[src/rtl/core_ctrl_pkg.sv]
// rtl/core_ctrl_pkg.sv - shared state encoding and completion status codes for the core run controller
package core_ctrl_pkg;

    typedef enum logic [2:0] {
        S_IDLE     = 3'd0,
        S_RST_HOLD = 3'd1,
        S_START    = 3'd2,
        S_RUN      = 3'd3,
        S_REPORT   = 3'd4
    } state_e;

    localparam logic [1:0] ST_HALTED  = 2'b00;
    localparam logic [1:0] ST_TIMEOUT = 2'b01;
    localparam logic [1:0] ST_ABORTED = 2'b10;

endpackage

[src/rtl/run_cycle_counter.sv]
// rtl/run_cycle_counter.sv - saturating up-counter with synchronous clear and count enable
module run_cycle_counter #(
    parameter int WIDTH = 32
) (
    input  logic             clock,
    input  logic             reset,
    input  logic             clr,
    input  logic             en,
    output logic [WIDTH-1:0] count
);

    logic [WIDTH-1:0] count_q;
    logic [WIDTH-1:0] count_d;

    always_comb begin
        count_d = count_q;
        if (clr) begin
            count_d = '0;
        end else if (en && (count_q != {WIDTH{1'b1}})) begin
            count_d = count_q + {{(WIDTH-1){1'b0}}, 1'b1};
        end
    end

    always_ff @(posedge clock or negedge reset) begin
        if (!reset) begin
            count_q <= '0;
        end else begin
            count_q <= count_d;
        end
    end

    assign count = count_q;

endmodule

[src/rtl/core_run_controller.sv]
// rtl/core_run_controller.sv - sequences one core run (reset hold, start, run, report); CORE_RUN_WATCHDOG_EN adds a RUN timeout
module core_run_controller
    import core_ctrl_pkg::*;
#(
    parameter int ADDRESS_BITS   = 20,
    parameter int RESET_CYCLES   = 2,
    parameter int COUNT_WIDTH    = 32,
    parameter int TIMEOUT_CYCLES = 100000
) (
    input  logic                    clock,
    input  logic                    reset,
    input  logic                    cmd_valid,
    output logic                    cmd_ready,
    input  logic [ADDRESS_BITS-1:0] cmd_addr,
    input  logic                    abort,
    input  logic                    core_halt,
    output logic                    core_reset,
    output logic                    core_start,
    output logic [ADDRESS_BITS-1:0] core_prog_address,
    output logic                    core_report,
    output logic                    busy,
    output logic                    done_valid,
    output logic [1:0]              done_status,
    output logic [COUNT_WIDTH-1:0]  run_cycles
);

    localparam int HOLD_W = (RESET_CYCLES > 1) ? $clog2(RESET_CYCLES) : 1;
    localparam logic [HOLD_W-1:0] HOLD_LOAD = HOLD_W'(RESET_CYCLES - 1);

    state_e                  state_q, state_d;
    logic [HOLD_W-1:0]       hold_q, hold_d;
    logic [ADDRESS_BITS-1:0] addr_q, addr_d;
    logic [1:0]              status_q, status_d;
    logic                    core_reset_q, core_reset_d;
    logic                    core_start_q, core_start_d;
    logic                    report_q, report_d;
    logic                    busy_q, busy_d;
    logic                    cmd_ready_q, cmd_ready_d;
    logic                    cnt_clr;
    logic                    cnt_en;
    logic                    timeout_hit;

`ifdef CORE_RUN_WATCHDOG_EN
    localparam int WD_W = $clog2(TIMEOUT_CYCLES + 1);

    logic [WD_W-1:0] wd_q, wd_d;

    // Loaded while in START so RUN cycle k sees TIMEOUT_CYCLES-k; zero marks the last allowed cycle.
    always_comb begin
        wd_d = wd_q;
        if (state_q == S_START) begin
            wd_d = WD_W'(TIMEOUT_CYCLES - 1);
        end else if ((state_q == S_RUN) && (wd_q != '0)) begin
            wd_d = wd_q - WD_W'(1);
        end
    end

    always_ff @(posedge clock or negedge reset) begin
        if (!reset) begin
            wd_q <= '0;
        end else begin
            wd_q <= wd_d;
        end
    end

    assign timeout_hit = (state_q == S_RUN) && (wd_q == '0);
`else
    assign timeout_hit = 1'b0;
`endif

    always_comb begin
        state_d  = state_q;
        hold_d   = hold_q;
        addr_d   = addr_q;
        status_d = status_q;
        cnt_clr  = 1'b0;
        cnt_en   = 1'b0;
        case (state_q)
            S_IDLE: begin
                if (cmd_valid && cmd_ready_q) begin
                    addr_d   = cmd_addr;
                    status_d = ST_HALTED;
                    cnt_clr  = 1'b1;
                    hold_d   = HOLD_LOAD;
                    state_d  = S_RST_HOLD;
                end
            end
            S_RST_HOLD: begin
                if (abort) begin
                    status_d = ST_ABORTED;
                    state_d  = S_REPORT;
                end else if (hold_q == '0) begin
                    state_d = S_START;
                end else begin
                    hold_d = hold_q - HOLD_W'(1);
                end
            end
            S_START: begin
                if (abort) begin
                    status_d = ST_ABORTED;
                    state_d  = S_REPORT;
                end else begin
                    state_d = S_RUN;
                end
            end
            S_RUN: begin
                // The exit cycle itself is counted, so halt at RUN cycle N reports N.
                cnt_en = 1'b1;
                if (core_halt) begin
                    status_d = ST_HALTED;
                    state_d  = S_REPORT;
                end else if (abort) begin
                    status_d = ST_ABORTED;
                    state_d  = S_REPORT;
                end else if (timeout_hit) begin
                    status_d = ST_TIMEOUT;
                    state_d  = S_REPORT;
                end
            end
            S_REPORT: begin
                state_d = S_IDLE;
            end
            default: begin
                state_d = S_IDLE;
            end
        endcase

        // Pin values are decoded from the next state so every output leaves a flop.
        core_reset_d = (state_d == S_IDLE) || (state_d == S_RST_HOLD);
        core_start_d = (state_d == S_START);
        report_d     = (state_d == S_REPORT);
        busy_d       = (state_d != S_IDLE);
        cmd_ready_d  = (state_d == S_IDLE);
    end

    always_ff @(posedge clock or negedge reset) begin
        if (!reset) begin
            state_q      <= S_IDLE;
            hold_q       <= '0;
            addr_q       <= '0;
            status_q     <= ST_HALTED;
            core_reset_q <= 1'b1;
            core_start_q <= 1'b0;
            report_q     <= 1'b0;
            busy_q       <= 1'b0;
            cmd_ready_q  <= 1'b1;
        end else begin
            state_q      <= state_d;
            hold_q       <= hold_d;
            addr_q       <= addr_d;
            status_q     <= status_d;
            core_reset_q <= core_reset_d;
            core_start_q <= core_start_d;
            report_q     <= report_d;
            busy_q       <= busy_d;
            cmd_ready_q  <= cmd_ready_d;
        end
    end

    run_cycle_counter #(
        .WIDTH (COUNT_WIDTH)
    ) u_run_cycle_counter (
        .clock (clock),
        .reset (reset),
        .clr   (cnt_clr),
        .en    (cnt_en),
        .count (run_cycles)
    );

    assign cmd_ready         = cmd_ready_q;
    assign busy              = busy_q;
    assign core_reset        = core_reset_q;
    assign core_start        = core_start_q;
    assign core_report       = report_q;
    assign done_valid        = report_q;
    assign done_status       = status_q;
    assign core_prog_address = addr_q;

endmodule

[config.mk]
export PLATFORM = sky130hd
export DESIGN_NAME = core_run_controller
export DESIGN_NICKNAME = d
export VERILOG_FILES = /design/src/rtl/core_ctrl_pkg.sv /design/src/rtl/run_cycle_counter.sv /design/src/rtl/core_run_controller.sv
export SDC_FILE = /design/constraint.sdc
export NUM_CORES = 1
export LEC_CHECK = 0
export ABC_AREA = 0
export CAP_MARGIN = 10
export CELL_PAD_IN_SITES_DETAIL_PLACEMENT = 1
export CELL_PAD_IN_SITES_GLOBAL_PLACEMENT = 1
export CORE_MARGIN = 4
export CORE_UTILIZATION = 37
export CTS_BUF_LIST = sky130_fd_sc_hd__clkbuf_4 sky130_fd_sc_hd__clkbuf_8 sky130_fd_sc_hd__clkbuf_16
export CTS_CLUSTER_DIAMETER = 80
export DETAILED_ROUTE_END_ITERATION = 12
export GPL_TIMING_DRIVEN = 0
export PLACE_DENSITY_LB_ADDON = 0.08
export SKIP_CTS_REPAIR_TIMING = 1
export SLEW_MARGIN = 0
export SYNTH_ARGS = -nofsm -noshare
export SYNTH_HDL_FRONTEND = slang
export SYNTH_HIERARCHICAL = 1
export SYNTH_SLANG_ARGS = --single-unit
[constraint.sdc]
create_clock -name clock -period 2.7 [get_ports clock]
set_clock_uncertainty 0.05 [all_clocks]
set_input_delay 0.54 -clock clock [delete_from_list [all_inputs] [get_ports clock]]
set_output_delay 0.54 -clock clock [all_outputs]
set_load 0.01 [all_outputs]
==> results of run 1 <==
-- state kept, by name, summed over array words and instances (netlist names) --
signal                     count
busy                           1
cmd_ready                      1
core_prog_address             20
core_report                    1
core_reset                     1
core_start                     1
done_status                    2
hold_q                         1
state_q                        3
u_run_cycle_counter/count     32
-- cells in the mapped netlist (all sizes together) --
| cell type | instances | area (sq um) |
|---|---|---|
| xnor2 | 10 | 87.6 |
| nand2b | 3 | 18.8 |
| o31ai | 3 | 22.5 |
| dfstp | 2 | 52.6 |
| or4b | 1 | 10.0 |
| mux2 | 26 | 364 |
| xor2 | 3 | 26.3 |
| or2 | 1 | 6.26 |
| nor3b | 2 | 15.0 |
| and4 | 1 | 8.76 |
| a211oi | 7 | 52.6 |
| ha | 1 | 12.5 |
| nand3 | 14 | 75.1 |
| o211a | 1 | 10.0 |
| or4 | 4 | 33.8 |
| and4bb | 1 | 12.5 |
| and2 | 3 | 18.8 |
| a31o | 2 | 17.5 |
| nand3b | 1 | 7.51 |
| a211o | 1 | 8.76 |
| a21o | 3 | 22.5 |
| nor4 | 7 | 71.3 |
| o22a | 1 | 8.76 |
| nand2 | 14 | 52.6 |
| clkinv | 1 | 5.00 |
| dfrtp | 61 | 1530 |
| and3 | 8 | 55.1 |
| o211ai | 1 | 7.51 |
| mux2i | 1 | 10.0 |
| o21ai | 6 | 30.0 |
| nand4b | 1 | 8.76 |
| a41oi | 1 | 8.76 |
| a21oi | 13 | 65.1 |
| or3 | 5 | 31.3 |
| clkbuf | 4 | 15.0 |
| nor3 | 5 | 25.0 |
| nor2 | 28 | 105 |
| nand4 | 7 | 50.1 |
| nor2b | 6 | 37.5 |
| a31oi | 2 | 27.5 |
| o31a | 1 | 8.76 |
| buf | 7 | 76.3 |
| inv | 10 | 37.5 |
-- stage by stage --
| stage | worst slack [ns] | hold WS [ns] |
|---|---|---|
| 2_1_floorplan | 0.528 | 0.194 |
| 3_3_place_gp | -1.17 | 0.439 |
| 3_5_place_dp | -0.401 | 0.445 |
| 4_1_cts | -0.0396 | 0.269 |
| 5_1_grt | 0.0108 | 0.304 |
| 6_report | 0.192 | 0.255 |
-- metal layers --
| layer | wire length (um) | vias to the layer above | GRT usage |
|---|---|---|---|
| met4 | 124 | 0 | 0.0653 |
| met5 | 0 | - | 0 |
| li1 | - | 1189 | - |
| met1 | 4000 | 1227 | 0.242 |
| met2 | 3560 | 70 | 0.248 |
| met3 | 346 | 10 | 0.0341 |
-- kinds of logic after synthesis --
family          after synthesis
xor+xnor                     13
buf+inv                      22
mux                          27
simple gates                112
fa+ha+maj                     1
flops                        63
compound gates               42
-- layout make-up --
class                           instances  area [sq um]  area share
Clock buffer                           11           145      0.0332
Clock inverter                          5           105      0.0240
Timing Repair Buffer                   84           838       0.192
Inverter                               11          42.5     0.00973
Tap cell                              105           131      0.0300
Sequential cell                        63          1580       0.361
Buffer                                 10          90.1      0.0206
Multi-Input combinational cell        195          1440       0.330
-- worst reg2reg max path: stages, from the launching register on --
cell      delay [ns]
dfrtp_1         0.45
nand2b_1        0.22
nor2_2          0.19
and3_1          0.29
nand4_1         0.11
a21o_1          0.16
buf_2           0.18
nor4_1          0.36
mux2_2          0.38
-- power by group --
part | total, uW | switching (uW) | internal [uW] | leakage [uW]
combinational | 1270 | 502 | 772 | 0.000881
sequential | 1320 | 139 | 1180 | 0.000819
clock | 1020 | 369 | 649 | 0.000119
total | 3610 | 1010 | 2600 | 0.00182
-- final timing paths --
| check | start | endpoint | slack (ns) | cells past startpoint |
|---|---|---|---|---|
| max in group asynchronous | reset | core_prog_address[1] | 1.81 | 1 |
| min reg2reg | core_prog_address[6] | core_prog_address[6] | 0.46 | 1 |
| max reg2reg | state_q[2] | u_run_cycle_counter/count[29] | 0.19 | 8 |
| min in group clock | core_prog_address[6] | core_prog_address[6] | 0.46 | 1 |
| max | state_q[2] | u_run_cycle_counter/count[29] | 0.19 | 8 |
| min | reset | core_prog_address[9] | 0.25 | 1 |
==> impl_results.md, run 1 <==
* Final worst path period need at 2.51 ns
* FILL cells at 903
* Vias/cell at 5.16
* Number of diodes at 0
* Cell chosen for the clock root: clkbuf_8
* Slowest CP cell: dfrtp_1
* WS Path Type: flip-flop to flip-flop
* Vias at 2496
* Max Clock Freq at 399 MHz
* DP Cell Count at 469
* Synthesis-to-finish area growth at 39.0%
* CP Cell Sequence: nand2b_1 > nor2_2 > and3_1 > nand4_1 > a21o_1 > buf_2 > nor4_1 > mux2_2
* Pwr Total at 3610 uW
* First-pass GRT wire length at 13400 um
* Fraction of the mapped netlist area in adder cells at 0.00398
* Slew headroom at 0.449
* I/O pin cnt at 85
* Antenna viol nets, final at 0
* CTS tree: done
* Max H-tree Level at 3
* Crit Path Max Fanout at 10
* Setup TNS at 0 ns
* Cell count after synthesis at 280
* DR pass1 iterations at 4
* Die area at 10000 sq um
* Largest family of logic cells by synthesized area: simple AND/OR/NAND/NOR gates
* Yosys warning count at 6
* Worst Max-Slew Pin Slew at 0.827 ns
* Number of synthesized register bits at 63
* Leak at 0.00182 uW
* Maximum root-to-sink buffer count at 2
* Clk sinks at 63
* Placed inst area at 4120 sq um
* Port bufs at 84
* Sequential area share after synthesis at 0.502
* Hold crit path type: primary input to async pin
* Crit end category: flip-flop
* Congestion Overflow GR at 0
* Fin crit share at 0.929
* Cell area after synthesis at 3150 sq um
* Post-Synth XOR/XNOR Area at 0.0362
* Slew Viols, Final at 0
* CTS buffer count at 9
* Antenna violations before repair at 0
* GRT Overall Usage at 0.168
* Initial Utilization at 0.381
* Syn nets at 306
* Reg clk slew, reported paths at 0.07 ns
* Setup violators final at 0
* Synth cell types at 54
* Maximum number of pins on one net before global-route repair at 64
* Share of layout cells above drive strength 1 at 0.185
* Post-synthesis mux area share at 0.119
* DRC errors left at 0
* Type of origin of the critical path: flip-flop
* Row count at 33
* Initial DRC count at 95
* Outcome: complete, no violations
* Max cap viols at 0
* Commonest non-fill, non-tap cell in the layout: clkdlybuf4s50_1
* Peak supply drop at 0.483 mV
* Die height at 100 um
* Die Wd at 100 um
* Worst EP required at 2.87 ns
* Nets@finish at 400
* Core Box Area at 8260 sq um
* Synth Area in Compound Gates at 0.0922
* RSZ-0062 raised after global routing: no
* Vias in the first global route at 2659
* CP arrival at 2.68 ns
* Final std cells w/o fill at 484
* Most frequent cells in the layout: clkdlybuf4s50_1 (83), dfrtp_1 (61), nor2_1 (27)
* Detailed placement HPWL at 5760 um
* Buf+Inv Stages, Crit Path at 1
* Post-Layout Inst Area at 4370 sq um
* WL final at 8030 um
* Clock Latency Late Sink at 0.33 ns
* Final count of hold timing violations at 0
* Post-Synth Simple-Gate Area at 0.204
* CP max stage delay at 0.45 ns
* Mean area per synthesized cell at 11.2 sq um
* Post-layout util at 0.530
* Pwr dens at 825 nW/um^2
* Final Wtd Congestion at 0.760
* Worst path top cell family by delay: simple AND/OR/NAND/NOR gates
* Wire per inst at 16.6 um
Note: power is estimated with default switching activity, not from simulation.
==> inputs of run 2 (changes only) <==
--- a/config.mk
+++ b/config.mk
@@ -17,7 +17,7 @@
 export GPL_TIMING_DRIVEN = 0
 export PLACE_DENSITY_LB_ADDON = 0.08
 export SKIP_CTS_REPAIR_TIMING = 1
-export SLEW_MARGIN = 0
+export SLEW_MARGIN = 20
 export SYNTH_ARGS = -nofsm -noshare
 export SYNTH_HDL_FRONTEND = slang
 export SYNTH_HIERARCHICAL = 1
==> run 2 against run 1 <==
Against the previous run:
- highest routed layer unchanged
- cell count did not move
- worst hold slack got worse by 0.19 ns
- sequential share of layout area grew 0.083 points
- design area decreased by 0.23%
- core utilization fell by 0.12 points
- clock power down 11%
==> impl_results.md, run 2 (synthesis gave the netlist of run 1 again) <==
* Outcome: complete, no violations
* Pwr Total at 3500 uW (-3.1%)
* Row count at 33 (unchanged)
* Vias/cell at 5.24 (+1.6%)
* Slew headroom at 0.536 (+0.0871)
* Area of the multi-input gates at 1440 sq um (unchanged)
* Die area at 10000 sq um (unchanged)
* Maximum number of pins on one net before global-route repair at 38 (-41%)
* Crit end category: flip-flop
* CP arrival at 2.71 ns (+0.03 ns)
* Antenna viol nets, final at 0 (unchanged)
* Die height at 100 um (unchanged)
* Commonest non-fill, non-tap cell in the layout: clkdlybuf4s50_1
* Final count of hold timing violations at 0 (unchanged)
* Clk sinks at 63 (unchanged)
* CTS buffer count at 9 (unchanged)
* Hold crit path type: primary input to async pin
* Pwr dens at 801 nW/um^2 (-2.9%)
* Final Wtd Congestion at 0.760 (unchanged)
* Share of layout cells above drive strength 1 at 0.185 (unchanged)
* Clock Latency Late Sink at 0.33 ns (about the same)
* FILL cells at 914 (+1.2%)
* Core Box Area at 8260 sq um (unchanged)
* Register area at 1580 sq um (unchanged)
* Congestion Overflow GR at 0 (unchanged)
* Maximum root-to-sink buffer count at 2 (unchanged)
* Post-layout util at 0.528 (-0.00121)
* WL final at 8060 um (+0.36%)
* Max H-tree Level at 3 (unchanged)
* Final worst path period need at 2.54 ns (+0.0285 ns)
* Final setup margin at 0.163 ns (-0.0285 ns)
* Reg-to-reg critical path startpoint: state_q[2]
* Initial Utilization at 0.381 (unchanged)
* Crit path from: state_q[2]
* GRT Overall Usage at 0.169 (+0.000828)
* Synthesis-to-finish area growth at 38.7%
* DRC errors left at 0 (unchanged)
* I/O pin cnt at 85 (unchanged)
* Antenna violations before repair at 0 (unchanged)
* FF-to-FF End: u_run_cycle_counter/count[29]
* Vias at 2535 (+1.6%)
* First-pass GRT wire length at 13300 um (-0.62%)
* RSZ-0062 raised after global routing: no
* Worst reg2reg setup slack at 0.16 ns (-0.03 ns)
* Vias in the first global route at 2574 (-3.2%)
* Peak supply drop at 0.379 mV (-22%)
* Cell chosen for the clock root: clkbuf_8
* Port bufs at 84 (unchanged)
* WS Path Type: flip-flop to flip-flop
* Die Wd at 100 um (unchanged)
* DR pass1 iterations at 4 (unchanged)
* Crit Path Max Fanout at 10 (unchanged)
* Setup violators final at 0 (unchanged)
* Type of origin of the critical path: flip-flop
* Worst R2R Path Depth at 8 (unchanged)
* Worst EP required at 2.87 ns (about the same)
* Initial DRC count at 70 (-26%)
* Fin crit share at 0.940 (+0.0106)
* Detailed placement HPWL at 5920 um (+2.9%)
* Pre-CTS WS at -0.405 ns (-0.00336 ns)
* Max Clock Freq at 394 MHz (-1.1%)
* Number of diodes at 0 (unchanged)
* Leak at 0.00181 uW (-0.51%)
* Most frequent cells in the layout: clkdlybuf4s50_1 (83), dfrtp_1 (61), nor2_1 (27)
* Wire per inst at 16.7 um (+0.36%)
* Nets@finish at 401 (+0.25%)
* Slew Viols, Final at 0 (unchanged)
* Worst Max-Slew Pin Slew at 0.690 ns (-0.136 ns)
* Max FFs per register at 32 (unchanged)
* Max cap viols at 0 (unchanged)
* Reg clk slew, reported paths at 0.07 ns (about the same)
* CTS tree: done
-- run 2: where the power goes --
group | total [uW] | internal (uW) | switching, uW
sequential | 1310 | 1180 | 135
clock | 907 | 539 | 367
combinational | 1280 | 775 | 502
total | 3500 | 2490 | 1000
-- run 2: layout make-up --
cell class	count	share of cell area
tap	105	0.0301
multi-input combinational	195	0.331
buffer	10	0.0206
clock buffer	10	0.0315
clock inverter	5	0.0189
inverter	11	0.00975
timing repair buffer	85	0.197
sequential	63	0.362
-- run 2: how the worst max path moves through the flow --
stage	to	slack, ns	cells after the start
floorplan	u_run_cycle_counter/count[31]	0.53	8
global placement	u_run_cycle_counter/count[29]	-1.17	1
detailed placement	u_run_cycle_counter/count[1]	-0.40	8
CTS	u_run_cycle_counter/count[24]	-0.05	8
global route	u_run_cycle_counter/count[29]	0.004	8
finish	u_run_cycle_counter/count[29]	0.16	8
-- run 2: metrics by stage --
step | std cells | cell area, sq um | hold slack (ns) | TNS [ns]
2_1_floorplan | 280 | 3150 | 0.194 | 0
6_report | 484 | 4360 | 0.0638 | 0
4_1_cts | 485 | 4360 | 0.0607 | -0.389
3_3_place_gp | 469 | 4120 | 0.439 | -80.19
5_1_grt | 484 | 4360 | 0.0769 | 0
3_5_place_dp | 470 | 4140 | 0.434 | -8.72
-- run 2: per-layer routing --
layer / up-vias / global-route usage / wire length, um
met5: - / 0 / 0
met2: 68 / 0.254 / 3620
met1: 1267 / 0.243 / 3980
li1: 1190 / - / -
met3: 10 / 0.0327 / 350
met4: 0 / 0.0591 / 112
-- run 2: worst max-delay path: stages (launching register included) --
cell and delay [ns]:
dfrtp_1 0.45, nand2b_1 0.22, nor2_2 0.20, and3_1 0.30
nand4_1 0.12, a21o_1 0.16, buf_2 0.19, nor4_1 0.36
mux2_2 0.38
==> inputs of run 3 (changes only) <==
--- a/config.mk
+++ b/config.mk
@@ -17,6 +17,7 @@
 export GPL_TIMING_DRIVEN = 0
 export PLACE_DENSITY_LB_ADDON = 0.08
 export SKIP_CTS_REPAIR_TIMING = 1
+export SKIP_LAST_GASP = 1
 export SLEW_MARGIN = 20
 export SYNTH_ARGS = -nofsm -noshare
 export SYNTH_HDL_FRONTEND = slang
==> results of run 3 <==
Same layout as run 2: the final DEF is identical, and so are final timing and power.
